==> src/rtl/duram_fifo_ctrl.sv <==
// Single-clock FIFO controller driving an external dual-port RAM.
// Port A of the RAM is the write side and port B is the read side; the RAM read has one cycle of latency.
module duram_fifo_ctrl #(
  parameter int unsigned DATA_WIDTH   = 32,
  parameter int unsigned ADDR_WIDTH   = 5,
  parameter int unsigned AFULL_LEVEL  = 2**ADDR_WIDTH - 4,
  parameter int unsigned AEMPTY_LEVEL = 4
) (
  input  logic                  clock,
  input  logic                  reset_n,
  input  logic                  flush,
  input  logic                  wr_en,
  input  logic [DATA_WIDTH-1:0] wr_data,
  input  logic                  rd_en,
  output logic [DATA_WIDTH-1:0] rd_data,
  output logic                  rd_valid,
  output logic                  full,
  output logic                  empty,
  output logic                  almost_full,
  output logic                  almost_empty,
  output logic [ADDR_WIDTH:0]   count,
  output logic                  overflow,
  output logic                  underflow,
  output logic                  ram_wren,
  output logic [ADDR_WIDTH-1:0] ram_waddr,
  output logic [DATA_WIDTH-1:0] ram_wdata,
  output logic [ADDR_WIDTH-1:0] ram_raddr,
  input  logic [DATA_WIDTH-1:0] ram_q
);

  localparam int unsigned DEPTH = 2**ADDR_WIDTH;
  localparam int unsigned CNT_W = ADDR_WIDTH + 1;

  localparam logic [ADDR_WIDTH-1:0] PTR_ONE = 1;
  localparam logic [CNT_W-1:0]      CNT_ONE = 1;

  logic [ADDR_WIDTH-1:0] wr_ptr;
  logic [ADDR_WIDTH-1:0] rd_ptr;
  logic [CNT_W-1:0]      count_next;
  logic                  wr_acc;
  logic                  rd_acc;

  // Acceptance uses the flags from the registered count, so a full FIFO
  // never takes a write even when a read frees a slot in the same cycle.
  assign wr_acc = wr_en & ~full  & ~flush;
  assign rd_acc = rd_en & ~empty & ~flush;

  assign full         = (count == CNT_W'(DEPTH));
  assign empty        = (count == '0);
  assign almost_full  = (count >= CNT_W'(AFULL_LEVEL));
  assign almost_empty = (count <= CNT_W'(AEMPTY_LEVEL));

  assign ram_wren  = wr_acc;
  assign ram_waddr = wr_ptr;
  assign ram_wdata = wr_data;
  assign ram_raddr = rd_ptr;
  assign rd_data   = ram_q;

  always_comb begin
    // NOTE: default assignment first so no latch is inferred on the hold path.
    count_next = count;
    case ({wr_acc, rd_acc})
      2'b10:   count_next = count + CNT_ONE;
      2'b01:   count_next = count - CNT_ONE;
      default: count_next = count;
    endcase
  end

  // The RAM array lives outside this block and keeps its contents across
  // reset and flush; clearing the pointers alone makes old words unreachable.
  always_ff @(posedge clock or negedge reset_n) begin
    // NOTE: sequential state uses non-blocking assignments only, so every
    // register samples pre-edge values regardless of statement order.
    if (!reset_n) begin
      wr_ptr    <= '0;
      rd_ptr    <= '0;
      count     <= '0;
      rd_valid  <= 1'b0;
      overflow  <= 1'b0;
      underflow <= 1'b0;
    end else if (flush) begin
      wr_ptr    <= '0;
      rd_ptr    <= '0;
      count     <= '0;
      rd_valid  <= 1'b0;
      overflow  <= 1'b0;
      underflow <= 1'b0;
    end else begin
      if (wr_acc) wr_ptr <= wr_ptr + PTR_ONE;
      if (rd_acc) rd_ptr <= rd_ptr + PTR_ONE;
      count     <= count_next;
      rd_valid  <= rd_acc;
      overflow  <= overflow  | (wr_en & full);
      underflow <= underflow | (rd_en & empty);
    end
  end

endmodule
==> config.mk <==
export PLATFORM = sky130hd
export DESIGN_NAME = duram_fifo_ctrl
export DESIGN_NICKNAME = d
export VERILOG_FILES = /design/src/rtl/duram_fifo_ctrl.sv
export SDC_FILE = /design/constraint.sdc
export NUM_CORES = 1
export LEC_CHECK = 0
export BUFFER_PORTS_ARGS = -buffer_cell sky130_fd_sc_hd__buf_2
export CORE_UTILIZATION = 39
export DETAILED_ROUTE_END_ITERATION = 8
export PLACE_DENSITY = 0.86
export SKIP_CTS_REPAIR_TIMING = 1
export SYNTH_ARGS = -nofsm -noshare
export SYNTH_HDL_FRONTEND = slang
export SYNTH_SLANG_ARGS = --single-unit
==> constraint.sdc <==
create_clock -name clock -period 5.5 [get_ports clock]
set_input_delay 0.55 -clock clock [delete_from_list [all_inputs] [get_ports clock]]
set_output_delay 0.55 -clock clock [all_outputs]
set_load 0.01 [all_outputs]
### Word-level counts from Yosys, hierarchy flattened

Cells that the tools add are included.
Widths: inputs -> output; s select.

* add/subtract/negate cells: 4
* bitwise logic cells: 11
* $lt $le $gt $ge: 2
* equality and inequality tests: 3
* muxes and demuxes: 9
* reduce and logical (&&, ||, !) cells: 4

Operators with widths (number)
* $mux 5: 4
* $pmux 6 s2: 1
* $add 5x1->5 const B: 2
* $add 6x1->6 const B: 1
* $and 1x1->1: 6
* $eq 6x6->1 const B: 1
* $ge 6x5->1 const B: 1
* $le 6x3->1 const B: 1
* $logic_not 6->1: 1
* $mux 6: 1
* $sub 6x1->6 const B: 1
* $reduce_bool 2->1: 2
* $mux 1: 3
* $not 1->1: 3
* $reduce_bool 3->1: 1
* $eq 2x1->1 const B: 1
* $eq 2x2->1 const B: 1
* $or 1x1->1: 2

* input bits: 69
* output and inout port bits: 88
* register bits after elaboration: 19
* logic and storage cells: 39

### Longest topological paths before layout

Gate-level depths: netlist of the first run.

* word-level depth: 7
* depth in mapped cells: 10
* depth with buffers taken out: 9

### Worst setup path before layout of the first run

No wires, ideal clock.

* path kind: reg2reg
* start point: register count[1]
* end point: register count[5]
* stages on the path, launching flop included: 11
* arrival time: 3.200 ns
* data required time: 5.375 ns
* setup time: 0.125 ns
* clock period less this slack: 3.325 ns
* path buffers: 1
* path slack: 2.175 ns
* cell sequence: dfrtp_1 or3_1 buf_2 o41a_2 nor3_1 ha_1 a211oi_1 o21bai_1 a21oi_1 mux2i_1 mux2_2

* longest elaborated chain between the ends: 7
* elaborated cells between the ends (all ways): 15
* those cells by class: 2 x add/sub; 3 x eq/ne; 2 x mux; 6 x bitwise; 2 x reduce/logical

Ends and longest elaborated chain
* start, declared: RTL line 21 `output logic [ADDR_WIDTH:0] count,`
* start signal, assigned: RTL line 91 `count <= count_next;`
* $eq 6x6->1 / $logic_not 6->1 (equally long branches): RTL line 48, 49
* $not 1->1, on equally long branches: RTL line 45, 46
* $and 1x1->1, on equally long branches (2 in series): RTL line 45, 46
* $eq 2x1->1 / $eq 2x2->1 (equally long branches): RTL line 62 `case ({wr_acc, rd_acc})`
* $pmux 6 s2: RTL line 62
* $mux 6: RTL line 81 `end else if (flush) begin`

Several ways; a longest one is shown, not always the timed one.
A chain may end at the register's enable or synchronous reset.

### Worst setup path after layout of the first run

* start point: register count[0]
* end point: register count[5]

Same word-level chain as after synthesis.

==> impl_metrics.ini, run 1 <==
[sta]
finalSetupViolations = 0
totalNegativeSetupSlack_ps = 0
tightest_slew_margin_relative_to_the_limit_pct = 50.5
report.final.hold_viol_count = 0
finalClockSkew_ps = 7.07
fmaxAchievable_mhz = 278
period_share_pct = 65.4
timing_max_transition_violations_final = 0
timing_worst_slew_pin_value_ps = 732
post-route-min-period_ps = 3600
setup_slack_ps = 1900
grt_setup_unrepaired = false

[clocking]
clock_slew_at_reported_path_ffs_ps = 70
htreeDepth = 1
cts_tree = built
worst_skew_pair.late_latency_ps = 250
tritoncts_num_sinks = 19
cts_root_buf = clkbuf_8
cts-buffers-inserted = 3
cts_max_path_buffers = 2

[floorplanning]
core.rowCount = 22
chipWidth_um = 65.7
start_util_pct = 42.0
design.die.area_um2 = 4320
fp.coreArea_um2 = 3770
floorplan.io_pins = 157
floorplan.die.height_um = 65.7

[synth]
seq_area_frac_synth_pct = 30.0
netlist_area_um2 = 1580
syn-mean-instance-area_um2 = 9.21
synth_ff_type = dfrtp_1
syn-num-nets = 248
postSynthCellCount = 172
synth_edf_count = 0
synth-seq-cells = 19
async_reset_ff_share_pct = 100
synth_warnings = 0
synth.distinct_cells = 32

[outcome]
result_of_the_run = finished clean

[final_layout]
final_common_cell = buf_2
multi_input_area_um2 = 598
reg_area_um2 = 475
num_antenna_cells = 0
most-common-layout-cells = buf_2 (28), nor2_1 (21), dfrtp_1 (19), nand2_1 (7), a21oi_1 (7)
layout.cell_area.non_filler_um2 = 1320
layout.nets = 211
drive_above_1_share_pct = 27.6
filler_cell_count = 375
syn_to_final_growth_pct = -16.5

[route]
routed_via_density = 5.09
wirelength_um = 2650
detail_route.wl_per_cell_um = 14.5
antenna_left = 0
route.detailed.drc = 0
routed-via-count = 927
first_iter_violations = 20
dr.pass1.iters = 4

[placed_design]
dp_hpwl_um = 2020
postPlaceCellArea_um2 = 1280
portBuffers = 28
routabilityCongestion = 0.824
preCtsSetupSlack_ps = 1920

[setup_path]
path_cells = or3_1 > o41a_2 > nor3_1 > ha_1 > a211oi_1 > o21bai_1 > a21oi_1 > mux2i_1 > mux2_2
ff2ff_path_depth = 9
arrival_ps = 3740
worstSetupStartpoint = count[0]$_DFFE_PN0P_
critical_path.startpoint_type = flop
start_of_the_worst_register_to_register_path = count[0]$_DFFE_PN0P_
timing.critical_path.fanout_max = 8
setup.reg_to_reg.worst_slack_ps = 1900
slowest_delay_ps = 540
worst_ep_required_time_ps = 5640
setup.worst_path.end = count[5]$_DFFE_PN0P_
slowest_stage = nor3_1
worst_setup_path_category = flop to flop
critical_path.endpoint_type = flop
rr_endpoint = count[5]$_DFFE_PN0P_

[grt]
grt_util_all_layers_pct = 13.0
grt.overflow.total = 0
grt_first_pass_wirelength_um = 4450
largest_net_degree_at_the_start_of_global_routing = 23
initial_antenna_violation_count = 0
first_global_vias = 911

[job]
timing.max_cap.violations = 0

[min_path]
worst_hold_path_type = input pin to asynchronous set/reset pin

[power_and_ir_drop]
pwr_density_cell_nw_per_um2 = 467
design_power_total_uw = 618
leakage_nw = 0.675
irDropWorstVdd_mv = 0.216
## layout make-up
type,count,area share [%]
Clock buffer,4,3.41
Inverter,1,0.284
Multi-Input combinational cell,82,45.2
Sequential cell,19,36.0
Tap cell,48,4.54
Timing Repair Buffer,28,10.6
## registers in the layout (all words and copies together), names as in the netlist
| register | count |
|---|---|
| ram_waddr | 5 |
| ram_raddr | 5 |
| underflow | 1 |
| overflow | 1 |
| rd_valid | 1 |
| count | 6 |
## report_power, final
part | switching (mW) | leakage [nW] | total [mW] | internal, mW
clock | 0.0444 | 0.0228 | 0.0957 | 0.0513
combinational | 0.171 | 0.394 | 0.304 | 0.133
sequential | 0.0489 | 0.258 | 0.218 | 0.169
## critical path, delay by kind of cell (launching register included)
family          cells  cell delay (ps)
compound gates      4             1040
fa+ha+maj           1              370
flops               1              480
mux                 2              550
simple gates        2             1040
## per-layer routing
layer | share of wire [%] | wire, µm | vias to the layer above | track usage [%]
li1 | - | - | 431 | -
met1 | 44 | 1170 | 455 | 17.1
met2 | 47 | 1250 | 37 | 21.2
met3 | 7.7 | 205 | 4 | 2.43
met4 | 0.72 | 19 | 0 | 4.35
met5 | 0 | 0 | - | 0
## worst min path at each step
stage | start | to | slack, ps | depth (start not counted)
finish | reset_n | count[0]$_DFFE_PN0P_ | 220 | 1
global placement | overflow$_DFF_PN0_ | overflow$_DFF_PN0_ | 470 | 2
floorplan | reset_n | count[0]$_DFFE_PN0P_ | 250 | 0
detailed placement | overflow$_DFF_PN0_ | overflow$_DFF_PN0_ | 480 | 2
CTS | reset_n | count[0]$_DFFE_PN0P_ | 240 | 1
global route | reset_n | count[3]$_DFFE_PN0P_ | 260 | 1
## logic make-up after synthesis
| kind of cell | after synthesis | synth area share [%] |
|---|---|---|
| buffers and inverters | 71 | 32.2 |
| and+or+nand+nor | 40 | 11.6 |
| DFF | 19 | 30.0 |
| AOI/OAI and AO/OA | 18 | 9.08 |
| xor gates and xnor gates | 12 | 7.82 |
| adders and majority gates | 7 | 6.00 |
| muxes | 5 | 3.24 |
## through the flow
| stage | hold WS (ps) | util (%) | std cells |
|---|---|---|---|
| finish | 221 | 35.1 | 182 |
| global route | 261 | 35.1 | 182 |
| CTS | 243 | 35.1 | 182 |
| detailed placement | 482 | 33.9 | 178 |
| global placement | 473 | 33.9 | 178 |
| floorplan | 254 | - | 172 |
## cells in the mapped netlist, types with 2 or more instances
cell type / count / area (µm²)
nand2_1: 7 / 26.3
mux2i_1: 4 / 40.0
nor2_1: 21 / 78.8
nor4_1: 2 / 12.5
xor2_1: 6 / 52.6
nand4_1: 4 / 25.0
a211oi_1: 2 / 15.0
ha_1: 6 / 75.1
dfrtp_1: 19 / 475
a21oi_1: 7 / 35.0
buf_4: 64 / 480
xnor2_1: 5 / 43.8
o21ai_0: 2 / 10.0
buf_2: 3 / 15.0
clkbuf_1: 3 / 11.3
Note: power is estimated with default switching activity, not from simulation.
==> run 2, diff against run 1 <==
--- a/config.mk
+++ b/config.mk
@@ -6,9 +6,9 @@
 export NUM_CORES = 1
 export LEC_CHECK = 0
 export BUFFER_PORTS_ARGS = -buffer_cell sky130_fd_sc_hd__buf_2
-export CORE_UTILIZATION = 39
+export CORE_UTILIZATION = 36
 export DETAILED_ROUTE_END_ITERATION = 8
-export PLACE_DENSITY = 0.86
+export PLACE_DENSITY = 0.81
 export SKIP_CTS_REPAIR_TIMING = 1
 export SYNTH_ARGS = -nofsm -noshare
 export SYNTH_HDL_FRONTEND = slang
==> constraint.sdc (replaced) <==
create_clock -name clock -period 3.5 [get_ports clock]
set_input_delay 0.35 -clock clock [delete_from_list [all_inputs] [get_ports clock]]
set_output_delay 0.35 -clock clock [all_outputs]
set_load 0.01 [all_outputs]
==> run 2 against run 1 <==
Compared with the run above: core utilization shrank 1.7 points; hold slack lost 190 ps; count of clock-buffer cells in the layout is the same; via count grew 2.5%; power grew 63%; register-to-register slack lost 1700 ps; maximum frequency grew 8.6%; clock skew shrank 5.3 ps; combinational power grew 77%; setup slack lost 1700 ps; sequential share of layout area shrank 1.4 points; die area grew 8.1%; critical path type unchanged; largest cell class unchanged; largest power group unchanged.
==> impl_metrics.ini, run 2 (synthesis results as in run 1) <==
[placed_design]
preCtsSetupSlack_ps = 120
routabilityCongestion = 0.781
portBuffers = 28
dp_hpwl_um = 2020

[clocking]
cts_tree = built
clock_slew_at_reported_path_ffs_ps = 70
tritoncts_num_sinks = 19
cts_root_buf = clkbuf_8
worst_skew_pair.late_latency_ps = 250
cts-buffers-inserted = 3
htreeDepth = 1
cts_max_path_buffers = 2

[job]
timing.max_cap.violations = 0

[route]
routed_via_density = 5.00
wirelength_um = 2610
routed-via-count = 950
route.detailed.drc = 0
first_iter_violations = 27
dr.pass1.iters = 4
antenna_left = 0
detail_route.wl_per_cell_um = 13.7

[setup_path]
worst_setup_path_category = flop to flop
critical_path.startpoint_type = flop
arrival_ps = 3450
path_cells = or3_1 > buf_4 > o41ai_1 > nor3_2 > ha_1 > a211oi_1 > o21bai_1 > a21oi_1 > mux2i_1 > mux2_2
slowest_delay_ps = 520
slowest_stage = o41ai_1
worst_ep_required_time_ps = 3640
timing.critical_path.fanout_max = 8
critical_path.endpoint_type = flop

[final_layout]
max_reg_flops = 6
final_common_cell = buf_2
syn_to_final_growth_pct = -13.2
drive_above_1_share_pct = 31.4
largest-register = count
layout.nets = 217
most-common-layout-cells = buf_2 (28), nor2_1 (21), dfrtp_1 (19), nand2_1 (7), a21oi_1 (7)
num_antenna_cells = 0

[floorplanning]
floorplan.io_pins = 157
design.die.area_um2 = 4670
chipWidth_um = 68.3
floorplan.die.height_um = 68.3
fp.coreArea_um2 = 4120
core.rowCount = 23
start_util_pct = 38.5

[grt]
grt_first_pass_wirelength_um = 4440
initial_antenna_violation_count = 0
largest_net_degree_at_the_start_of_global_routing = 22
grt.overflow.total = 0
grt_util_all_layers_pct = 12.5
first_global_vias = 977

[power_and_ir_drop]
design_power_total_mw = 1.01
internal_dissipation_uw = 586
power.sequential.fraction_pct = 32.0
swShare_pct = 41.8
netSwitchingPower_uw = 421
p_comb_share_pct = 53.4
relative_contribution_of_the_clock_network_to_total_power_pct = 14.6
irDropWorstVdd_mv = 0.276
leakage_nw = 0.706
pwr_density_cell_nw_per_um2 = 732

[sta]
post-route-min-period_ps = 3310
timing_worst_slew_pin_value_ps = 618
period_share_pct = 94.6
finalSetupViolations = 0
hold_ws_ps = 31.9
tightest_slew_margin_relative_to_the_limit_pct = 58.3
timing_max_transition_violations_final = 0
setup_slack_ps = 190
report.final.hold_viol_count = 0
fmaxAchievable_mhz = 302
finalClockSkew_ps = 1.73
totalNegativeSetupSlack_ps = 0
grt_setup_unrepaired = false

[outcome]
result_of_the_run = finished clean

[min_path]
worst_hold_path_type = input pin to asynchronous set/reset pin
-- run 2: per-layer routing --
layer	wire length (µm)	GRT usage, %	up-vias	part of all wire [%]
met1	1090	14.9	454	42
met4	45	5.47	0	1.7
met5	0	0	-	0
li1	-	-	446	-
met3	259	4.17	10	9.9
met2	1210	20.3	40	46
-- run 2: critical path: cells and delay by family, from the launching register on --
family | cells | cell delay [ps]
compound gates | 4 | 1090
fa+ha+maj | 1 | 330
buf+inv | 1 | 180
flops | 1 | 460
mux | 2 | 560
simple gates | 2 | 580
-- run 2: worst paths after layout --
check	start	endpoint	slack, ps	depth (start not counted)
max	count[0]$_DFFE_PN0P_	count[5]$_DFFE_PN0P_	190	10
min	reset_n	ram_raddr[3]$_DFFE_PN0P_	30	1
max reg2reg	count[0]$_DFFE_PN0P_	count[5]$_DFFE_PN0P_	190	10
min reg2reg	overflow$_DFF_PN0_	overflow$_DFF_PN0_	490	2
max in group asynchronous	reset_n	count[1]$_DFFE_PN0P_	3170	1
min in group clock	rd_en	underflow$_DFF_PN0_	400	3
-- run 2: through the flow --
stage          area (µm²)  utilization (%)  instances
3_3_place_gp         1330             32.2        186
3_5_place_dp         1330             32.2        186
2_1_floorplan        1580                -        172
4_1_cts              1370             33.3        190
6_report             1380             33.4        190
5_1_grt              1380             33.4        190
-- run 2: power by group through the flow --
stage               clock [mW]  sequential [mW]  combinational [mW]
floorplan                    0            0.342               0.420
global placement             0            0.322               0.526
detailed placement           0            0.329               0.538
CTS                      0.151            0.324               0.540
global route             0.163            0.331               0.601
finish                   0.147            0.323               0.537
-- run 2: area by class of cell --
| cell class | instances | area, µm² |
|---|---|---|
| fillers | 447 | 2740 |
| multi-input cells | 82 | 603 |
| flip-flops and latches | 19 | 475 |
| repair buffers | 34 | 185 |
| well taps | 50 | 62.6 |
| clock buffers | 4 | 45.0 |
| inverters | 1 | 3.75 |
==> run 3, diff against run 2 <==
--- a/config.mk
+++ b/config.mk
@@ -8,7 +8,7 @@
 export BUFFER_PORTS_ARGS = -buffer_cell sky130_fd_sc_hd__buf_2
 export CORE_UTILIZATION = 36
 export DETAILED_ROUTE_END_ITERATION = 8
-export PLACE_DENSITY = 0.81
+export PLACE_DENSITY = 0.9
 export SKIP_CTS_REPAIR_TIMING = 1
 export SYNTH_ARGS = -nofsm -noshare
 export SYNTH_HDL_FRONTEND = slang
==> run 3 against run 2 <==
Compared with the run above: sequential share of layout area stayed put; count of clock-buffer cells in the layout stayed put; combinational power is 3% higher; highest routed layer unchanged; via count is 0.74% higher; largest cell class unchanged; hold slack worse by 9.5 ps; die area stayed put; clock power is 3% higher; register-to-register slack better by 40 ps.
==> impl_metrics.ini, run 3 (synthesis results as in run 1) <==
[outcome]
result_of_the_run = finished clean

[setup_path]
worst_ep_required_time_ps = 3650
path_cells = or3_1 > buf_4 > o41ai_1 > nor3_2 > ha_1 > a211oi_1 > o21bai_1 > a21oi_1 > mux2i_1 > mux2_2
worst_setup_path_category = flop to flop
arrival_ps = 3410
critical_path.startpoint_type = flop
timing.critical_path.fanout_max = 6
slowest_delay_ps = 460
critical_path.endpoint_type = flop
slowest_stage = dfrtp_1

[placed_design]
dp_hpwl_um = 2060
routabilityCongestion = 0.843
portBuffers = 28

[power_and_ir_drop]
pwr_density_cell_nw_per_um2 = 741
internal_dissipation_uw = 592
relative_contribution_of_the_clock_network_to_total_power_pct = 15.0
leakage_nw = 0.706
swShare_pct = 41.9
netSwitchingPower_uw = 427
irDropWorstVdd_mv = 0.273
design_power_total_mw = 1.02
power.sequential.fraction_pct = 31.0
p_comb_share_pct = 54.0

[grt]
grt_util_all_layers_pct = 12.3
initial_antenna_violation_count = 0
grt_first_pass_wirelength_um = 4260
first_global_vias = 924
largest_net_degree_at_the_start_of_global_routing = 23
grt.overflow.total = 0

[final_layout]
num_antenna_cells = 0
filler_cell_count = 421
largest-register = count
reg_area_um2 = 475
drive_above_1_share_pct = 31.4
layout.nets = 217
syn_to_final_growth_pct = -13.2
final_common_cell = buf_2
multi_input_area_um2 = 603
max_reg_flops = 6
most-common-layout-cells = buf_2 (28), nor2_1 (21), dfrtp_1 (19), nand2_1 (7), a21oi_1 (7)

[sta]
grt_setup_unrepaired = false
tightest_slew_margin_relative_to_the_limit_pct = 61.5
finalSetupViolations = 0
timing_worst_slew_pin_value_ps = 576
finalClockSkew_ps = 3.36
timing_max_transition_violations_final = 0
report.final.hold_viol_count = 0
post-route-min-period_ps = 3270
fmaxAchievable_mhz = 306
period_share_pct = 93.3
totalNegativeSetupSlack_ps = 0

[route]
antenna_left = 0
detail_route.wl_per_cell_um = 14.2
wirelength_um = 2700
routed-via-count = 957
highest_layer = met4
met2_length_um = 1260
wl_met3_um = 219
dr.pass1.iters = 4
route.detailed.drc = 0
met1Wirelength_um = 1180
first_iter_violations = 13
routed_via_density = 5.04

[job]
timing.max_cap.violations = 0

[clocking]
clock_slew_at_reported_path_ffs_ps = 70
cts_tree = built
htreeDepth = 1
cts_root_buf = clkbuf_8
cts_max_path_buffers = 2
worst_skew_pair.late_latency_ps = 260
tritoncts_num_sinks = 19
cts-buffers-inserted = 3

[min_path]
worst_hold_path_type = input pin to asynchronous set/reset pin

[floorplanning]
start_util_pct = 38.5
core.rowCount = 23
floorplan.die.height_um = 68.3
floorplan.io_pins = 157
fp.coreArea_um2 = 4120
chipWidth_um = 68.3
design.die.area_um2 = 4670
## run 3: cell counts in the layout (fill, tap and decap cells not counted)
No cell type changed its count.
## run 3: path summary, 6_finish.rpt
kind | start | endpoint | slack (ps) | cells past startpoint
setup / recovery | count[1]$_DFFE_PN0P_ | count[5]$_DFFE_PN0P_ | 230 | 10
hold / removal | reset_n | ram_raddr[4]$_DFFE_PN0P_ | 20 | 1
setup reg to reg | count[1]$_DFFE_PN0P_ | count[5]$_DFFE_PN0P_ | 230 | 10
hold reg to reg | underflow$_DFF_PN0_ | underflow$_DFF_PN0_ | 500 | 2
max in group asynchronous | reset_n | ram_waddr[0]$_DFFE_PN0P_ | 3170 | 1
min in group clock | rd_en | underflow$_DFF_PN0_ | 370 | 3
## run 3: critical path, delay by kind of cell (launching register included)
family,cells,cell delay [ps]
mux,2,560
simple gates,2,600
flops,1,460
fa+ha+maj,1,340
buf+inv,1,180
compound gates,4,1020
## run 3: cell type report
class / instances / share of cell area (%)
inverter: 1 / 0.273
clock buffer: 4 / 3.28
timing repair buffer: 34 / 13.5
tap: 50 / 4.55
multi-input combinational: 82 / 43.9
sequential: 19 / 34.6
## run 3: routing by layer
metal | vias up | global-route usage (%)
li1 | 441 | -
met1 | 459 | 14.6
met2 | 47 | 19.9
met3 | 10 | 3.33
met4 | 0 | 7.29
met5 | - | 0
## run 3: per-stage QoR
| step | setup slack (ps) | hold WS [ps] | utilization (%) | cells | cell area, µm² |
|---|---|---|---|---|---|
| global route | 20.8 | 51.6 | 33.4 | 190 | 1380 |
| detailed placement | 121 | 313 | 32.2 | 186 | 1330 |
| floorplan | 175 | 54.4 | - | 172 | 1580 |
| CTS | 103 | 31.1 | 33.3 | 190 | 1370 |
| finish | 235 | 22.4 | 33.4 | 190 | 1380 |
| global placement | 270 | 309 | 32.2 | 186 | 1330 |
## run 3: power by group through the flow
| stage | combinational [mW] | sequential (mW) | clock (mW) |
|---|---|---|---|
| floorplan | 0.420 | 0.342 | 0 |
| global placement | 0.536 | 0.315 | 0 |
| detailed placement | 0.551 | 0.320 | 0 |
| CTS | 0.552 | 0.315 | 0.157 |
| global route | 0.614 | 0.322 | 0.166 |
| finish | 0.551 | 0.316 | 0.152 |
